===== src/rtl/fpu_dram_arbiter.sv =====
// Arbiter for the single FPU DRAM port. Two burst requesters share it:
// the read-fill channel and the write-drain channel. Grants are
// round-robin and stay locked until a full burst has transferred.
module fpu_dram_arbiter #(
  parameter int unsigned ADDR_WIDTH = 32,
  parameter int unsigned DATA_WIDTH = 64,
  parameter int unsigned BURST_LEN  = 8
) (
  input  logic                  clk,
  input  logic                  rst_n,
  input  logic                  rd_req,
  input  logic [ADDR_WIDTH-1:0] rd_addr,
  output logic                  rd_grant,
  output logic [DATA_WIDTH-1:0] rd_data,
  output logic                  rd_data_valid,
  output logic                  rd_done,
  input  logic                  wr_req,
  input  logic [ADDR_WIDTH-1:0] wr_addr,
  input  logic [DATA_WIDTH-1:0] wr_data,
  output logic                  wr_grant,
  output logic                  wr_beat,
  output logic                  wr_done,
  output logic                  fpu_ready,
  input  logic                  dram_ready,
  output logic                  dram_write,
  output logic [ADDR_WIDTH-1:0] dram_addr,
  output logic [DATA_WIDTH-1:0] dram_wr_data,
  input  logic [DATA_WIDTH-1:0] dram_rd_data
);

  localparam int unsigned CntWidth = (BURST_LEN > 1) ? $clog2(BURST_LEN) : 1;
  localparam logic [ADDR_WIDTH-1:0] BeatBytes = ADDR_WIDTH'(DATA_WIDTH / 8);
  localparam logic [CntWidth-1:0] LastBeat = CntWidth'(BURST_LEN - 1);

  typedef enum logic [1:0] {StIdle, StBurst, StDone} state_e;

  state_e                state_q, state_d;
  logic                  owner_q, owner_d;           // 1: write channel owns the port
  logic                  last_owner_q, last_owner_d; // owner of the previous burst
  logic [ADDR_WIDTH-1:0] base_q, base_d;
  logic [CntWidth-1:0]   beat_cnt_q, beat_cnt_d;

  // State register; last_owner resets to write so read wins the first tie
  always_ff @(posedge clk or negedge rst_n) begin
    if (!rst_n) begin
      state_q      <= StIdle;
      owner_q      <= 1'b0;
      last_owner_q <= 1'b1;
      base_q       <= '0;
      beat_cnt_q   <= '0;
    end else begin
      state_q      <= state_d;
      owner_q      <= owner_d;
      last_owner_q <= last_owner_d;
      base_q       <= base_d;
      beat_cnt_q   <= beat_cnt_d;
    end
  end

  // Next state: arbitrate in idle, count beats in burst, record owner on done
  always_comb begin
    state_d      = state_q;
    owner_d      = owner_q;
    last_owner_d = last_owner_q;
    base_d       = base_q;
    beat_cnt_d   = beat_cnt_q;
    unique case (state_q)
      StIdle: begin
        if (rd_req || wr_req) begin
          // On a tie the channel that did not own the last burst wins
          owner_d    = (rd_req && wr_req) ? ~last_owner_q : wr_req;
          base_d     = owner_d ? wr_addr : rd_addr;
          beat_cnt_d = '0;
          state_d    = StBurst;
        end
      end
      StBurst: begin
        if (dram_ready) begin
          if (beat_cnt_q == LastBeat) begin
            state_d = StDone;
          end else begin
            beat_cnt_d = beat_cnt_q + 1'b1;
          end
        end
      end
      StDone: begin
        last_owner_d = owner_q;
        state_d      = StIdle;
      end
      default: state_d = StIdle;
    endcase
  end

  // Outputs: decoded from state; read data and beat strobes pass through combinationally
  always_comb begin
    rd_grant      = 1'b0;
    wr_grant      = 1'b0;
    rd_data       = '0;
    rd_data_valid = 1'b0;
    rd_done       = 1'b0;
    wr_beat       = 1'b0;
    wr_done       = 1'b0;
    fpu_ready     = 1'b0;
    dram_write    = 1'b0;
    dram_addr     = '0;
    dram_wr_data  = '0;
    unique case (state_q)
      StBurst: begin
        rd_grant      = ~owner_q;
        wr_grant      = owner_q;
        fpu_ready     = 1'b1;
        dram_write    = owner_q;
        dram_addr     = base_q + ADDR_WIDTH'(beat_cnt_q) * BeatBytes;
        rd_data_valid = dram_ready & ~owner_q;
        rd_data       = rd_data_valid ? dram_rd_data : '0;
        wr_beat       = dram_ready & owner_q;
        dram_wr_data  = owner_q ? wr_data : '0;
      end
      StDone: begin
        rd_done = ~owner_q;
        wr_done = owner_q;
      end
      default: ;
    endcase
  end

endmodule


===== config.mk =====
export PLATFORM = sky130hd
export DESIGN_NAME = fpu_dram_arbiter
export DESIGN_NICKNAME = d
export VERILOG_FILES = /design/src/rtl/fpu_dram_arbiter.sv
export SDC_FILE = /design/constraint.sdc
export NUM_CORES = 1
export LEC_CHECK = 0
export ABC_CLOCK_PERIOD_IN_PS = 6500
export CAP_MARGIN = 20
export CORE_AREA = 4 4 139 141
export CTS_BUF_LIST = sky130_fd_sc_hd__clkbuf_4 sky130_fd_sc_hd__clkbuf_8
export CTS_CLUSTER_DIAMETER = 100
export DETAILED_ROUTE_END_ITERATION = 10
export DIE_AREA = 0 0 143 145
export PLACE_DENSITY = 0.69
export SYNTH_ARGS = -nofsm -noshare
export SYNTH_HDL_FRONTEND = slang
export SYNTH_SLANG_ARGS = --single-unit

===== constraint.sdc =====
create_clock -name clk -period 6.5 [get_ports clk]
set_clock_uncertainty 0.2 [all_clocks]
set_input_delay 1.3 -clock clk [delete_from_list [all_inputs] [get_ports clk]]
set_output_delay 1.3 -clock clk [all_outputs]
set_load 0.02 [all_outputs]

# ---- Yosys cells after proc, flatten, opt, wreduce, memory -nomap -nowiden
# Cells that the tools add are included.
# W data, S select, Z words.
dict set report totals {
  latchBits 0
  ramBits 0
  regBits 39
  mem_bits_ro 0
  mem_count 0
  in_bits 197
  output_inout_bits 168
  word_cells 47
}
dict set report op_classes {
  reduce_logical 7
  n_bitwise 4
  n_eq_ne 7
  order_cmp 0
  add_sub_neg 2
  multipliers 0
  div 0
  muxes 22
  shift 0
}
# operator count
set ops {}
lappend ops {{$mux W64} 4}
lappend ops {{$mux W32} 2}
lappend ops {{$add A32 B6 Y32} 1}
lappend ops {{$mux W3} 3}
lappend ops {{$mux W1} 8}
lappend ops {{$ne A2 B2 Y1 const B} 4}
lappend ops {{$mux W2} 3}
lappend ops {{$pmux W3 S2} 1}
lappend ops {{$pmux W2 S2} 1}
lappend ops {{$reduce_and A4 Y1} 1}
lappend ops {{$add A3 B1 Y3 const B} 1}
lappend ops {{$eq A3 B3 Y1 const B} 1}
lappend ops {{$reduce_and A3 Y1} 1}
lappend ops {{$and A1 B1 Y1} 2}
lappend ops {{$eq A2 B1 Y1 const B} 1}
lappend ops {{$eq A2 B2 Y1 const B} 1}
lappend ops {{$logic_not A2 Y1} 1}
lappend ops {{$not A1 Y1} 2}
lappend ops {{$reduce_and A2 Y1} 1}
lappend ops {{$reduce_bool A2 Y1} 1}
lappend ops {{$logic_and A1 B1 Y1} 1}
lappend ops {{$logic_or A1 B1 Y1} 1}

# ---- Longest topological paths before layout
dict set report logic_depth {
  ltp_word 4
  mapped_depth 7
  mapped_depth_nobuf 6
}

# ---- Worst setup path before layout
# Ideal clock, no wire load.
dict set report synth_path {
  path_kind {input to output}
  startpoint {input port dram_ready}
  endpoint {output port rd_data[10]}
  cell_stages 4
  slack_ns 2.862
  path_buffers 2
  arrival_time_ns 2.138
  path_cell_list {and3_1 -> clkbuf_1 -> clkbuf_1 -> and2_1}
}
dict set report synth_between {
  elab_chain_cells 3
}
# item line_no
set synth_rtl {}
lappend synth_rtl {{from (decl)} 24} ;# input logic dram_ready,
lappend synth_rtl {{$and A1 B1 Y1} 114} ;# rd_data_valid = dram_ready & ~owner_q;
lappend synth_rtl {{$mux W64} 115} ;# rd_data = rd_data_valid ? dram_rd_data : '0;
lappend synth_rtl {{$mux W64} 107} ;# unique case (state_q)
lappend synth_rtl {{to (decl)} 14} ;# output logic [DATA_WIDTH-1:0] rd_data,
# Every way passes these cells.

# ---- Final worst setup path
dict set report layout_path {
  startpoint {register state_q[0]}
  endpoint {output port rd_data[39]}
}
dict set report layout_between {
  elab_chain_cells 2
}
# item line_no
set layout_rtl {}
lappend layout_rtl {{from (decl)} 37} ;# state_e state_q, state_d;
lappend layout_rtl {{from (signal assigned)} 46} ;# state_q <= StIdle;
lappend layout_rtl {{from (signal assigned)} 52} ;# state_q <= state_d;
lappend layout_rtl {{$eq A2 B1 Y1} 107}
lappend layout_rtl {{$mux W64} 107}
# Every way passes these cells.

==> metrics.cfg <==
[critical_path]
max_stage_delay_ns=0.79
r2r-start=last_owner_q
crit_type=flop to primary output
path_common_cell=buf_4
startpoint_type=flop
cp.arrival_ns=3.45
worstRegToRegCells=4
path_buf_inv=4
critPathRequiredTime_ns=5.00
slowest_stage=inv_2
crit_path_cell_trace=nand2b_1 -> buf_4 -> inv_2 -> and3_1 -> buf_4 -> and2_1 -> clkdlybuf4s50_1
rr_endpoint=base_q[25]
crit_path_end_kind=primary output
crit_family=buffers and inverters
reg2reg_slack_ns=4.33
path_max_fanout=74

[logic_synthesis]
synth_top_area_cell=dfrtp_1
avgSynthCellArea_sq_um=7.66
post_synth_instance_area_sq_um=3530
synthFlopType=dfrtp_1
yosysSeqAreaShare_pct=27.7
yosysUniqueCellTypes=37
ys_ff_latch=39
synth_edf_count=0
synth_top_cells_by_area=dfrtp_1, and2_1, and3_1, mux2i_1, o21ai_0
netlist.area_leader.share_pct=26.9
yosys_warnings=0
syn-num-nets=664
async_flop_share_pct=100
synth_cells=461

[clock_network]
clock_path_buffers=2
cts_setup_buffers=0
htree_levels=2
tritoncts=built
cts_made_buffers=5
cts-root-buf=clkbuf_8
clkTransAtPathRegs_ns=0.08
insertion_delay_ns=0.29
hold_buffers=0
cts_sinks=39
cts_resized=0

[layout]
seq_area_sq_um=978
final_common_cell=clkdlybuf4s50_1
multiInputGateArea_sq_um=2380
area_growth_pct=110
n_fill_cell=1834
final_cells=1024
final_cell_mix=clkdlybuf4s50_1, and2_1, and3_1, nand2_1
nets=996
drive_gt1_share_pct=2.39
final_area_sq_um=7430

[worst_hold_path]
min_to=base_q[3]
hold_path_class=flop to flop
hold_depth=2
min_from=base_q[3]

[placed_design]
post-dp-hpwl_mm=16.8
gp_congestion=0.841
place_area_sq_um=7340
io_buffer_count=364
placed_cells=1015

[power_and_ir_drop]
power_mw=2.41
p_leak_nw=3.10
power-per-cell-area_nw_per_um2=324
vdd_ir_drop_max_uv=147

[die]
io-pin-count=365
die_w_um=143
die-area_sq_um=20700
initial_core_util_pct=19.7
num_rows=49
core_area_sq_um=18000
die_y_um=145

[status]
status=finished, final reports clean

[sta]
period_minus_slack_ns=4.95
setup_viol=0
tightest_slew_ns=1.04
drv_slew=0
rsz0062_at_grt=no
fin_setup_tns_ns=0
finalHoldViolations=0
relSlewSlack_pct=30.7
fmax_ghz=0.202
fin_hold_ws_ns=0.300
fin_crit_sh_pct=76.1

[global_routing]
grt_use_total_pct=18.2
grt_max_degree=75
grt_pass1_wl_mm=28.8
grt_antenna_before_repair=11
grt.overflow.total=0
grt_pass1_vias=4518

[routing]
totalWireLength_mm=20.2
post_drt_via_cell_ratio=4.52
drc=0
wl_per_cell_um=19.7
ant_nets=0
drt-initial-drc-count=212
drtPass1Iterations=4
vias=4625

[run]
cap_violations=0

worst max-delay path by stage:
stage / depth (start not counted) / end / from
after floorplan: 4 / rd_data[10] / dram_ready
after global placement: 5 / rd_data[10] / dram_ready
after detailed placement: 5 / rd_data[30] / dram_ready
after CTS: 7 / rd_data[34] / state_q[0]
after global routing: 7 / rd_data[48] / state_q[0]
final: 7 / rd_data[39] / state_q[0]
flip-flops by register name, indices dropped and copies added (netlist names):
register / cells
base_q: 32
beat_cnt_q: 3
state_q: 2
last_owner_q: 1
owner_q: 1
final cells by class:
type                       instances  share of cell area (%)
antenna                            1                  0.0337
clock inverter                     1                  0.0674
timing repair buffer             368                    49.4
clock buffer                       7                    1.13
tap                              229                    3.86
multi-input combinational        372                    32.0
sequential                        39                    13.2
inverter                           7                   0.354
synthesized netlist by cell type, drive strengths merged (8+ instances only):
master,number
o31ai,12
or4,13
nor2,17
a21oi,17
nand3,13
and2,69
and3,68
mux2i,32
clkbuf,38
nand4,8
o21ai,38
nand2,40
dfrtp,38
worst reg2reg max path, stage by stage (launching register included):
cell      delay, ns
dfstp_2        0.39
a21boi_4       0.57
buf_4          0.44
mux2i_1        0.33
o21ai_0        0.11
cells by family (layout without fill, tap and decap cells):
logic type      after synthesis  after routing  share of synthesized area, %
flops                        39             39                          27.7
compound gates               80             80                          13.2
mux                          32             32                          9.07
xor+xnor                     12             12                          2.98
simple gates                242            242                          39.1
buf+inv                      50            383                          5.63
fa+ha+maj                     6              6                          2.34
other cells                   0              1                             0
report_power, final:
group | internal (mW) | leakage [nW] | total, mW | switching (mW)
registers | 0.352 | 0.480 | 0.543 | 0.192
logic | 0.817 | 2.57 | 1.69 | 0.877
clock network | 0.0839 | 0.0491 | 0.174 | 0.0898
per-layer routing:
layer	part of all wire (%)	wire length, um	track usage [%]	vias up
li1	-	-	-	2291
met1	41	8260	22.4	2070
met2	44	8970	29.3	209
met3	13	2570	8.62	35
met4	1.3	263	3.23	20
met5	0.63	127	0	-
per-stage QoR:
step           utilization [%]  setup slack, ns
2_1_floorplan                -             2.86
3_3_place_gp              40.9             1.58
3_5_place_dp              40.9             1.61
4_1_cts                   41.3             1.55
5_1_grt                   41.4             1.28
6_report                  41.4             1.55
No activity file was read; power rests on OpenSTA's default activity.
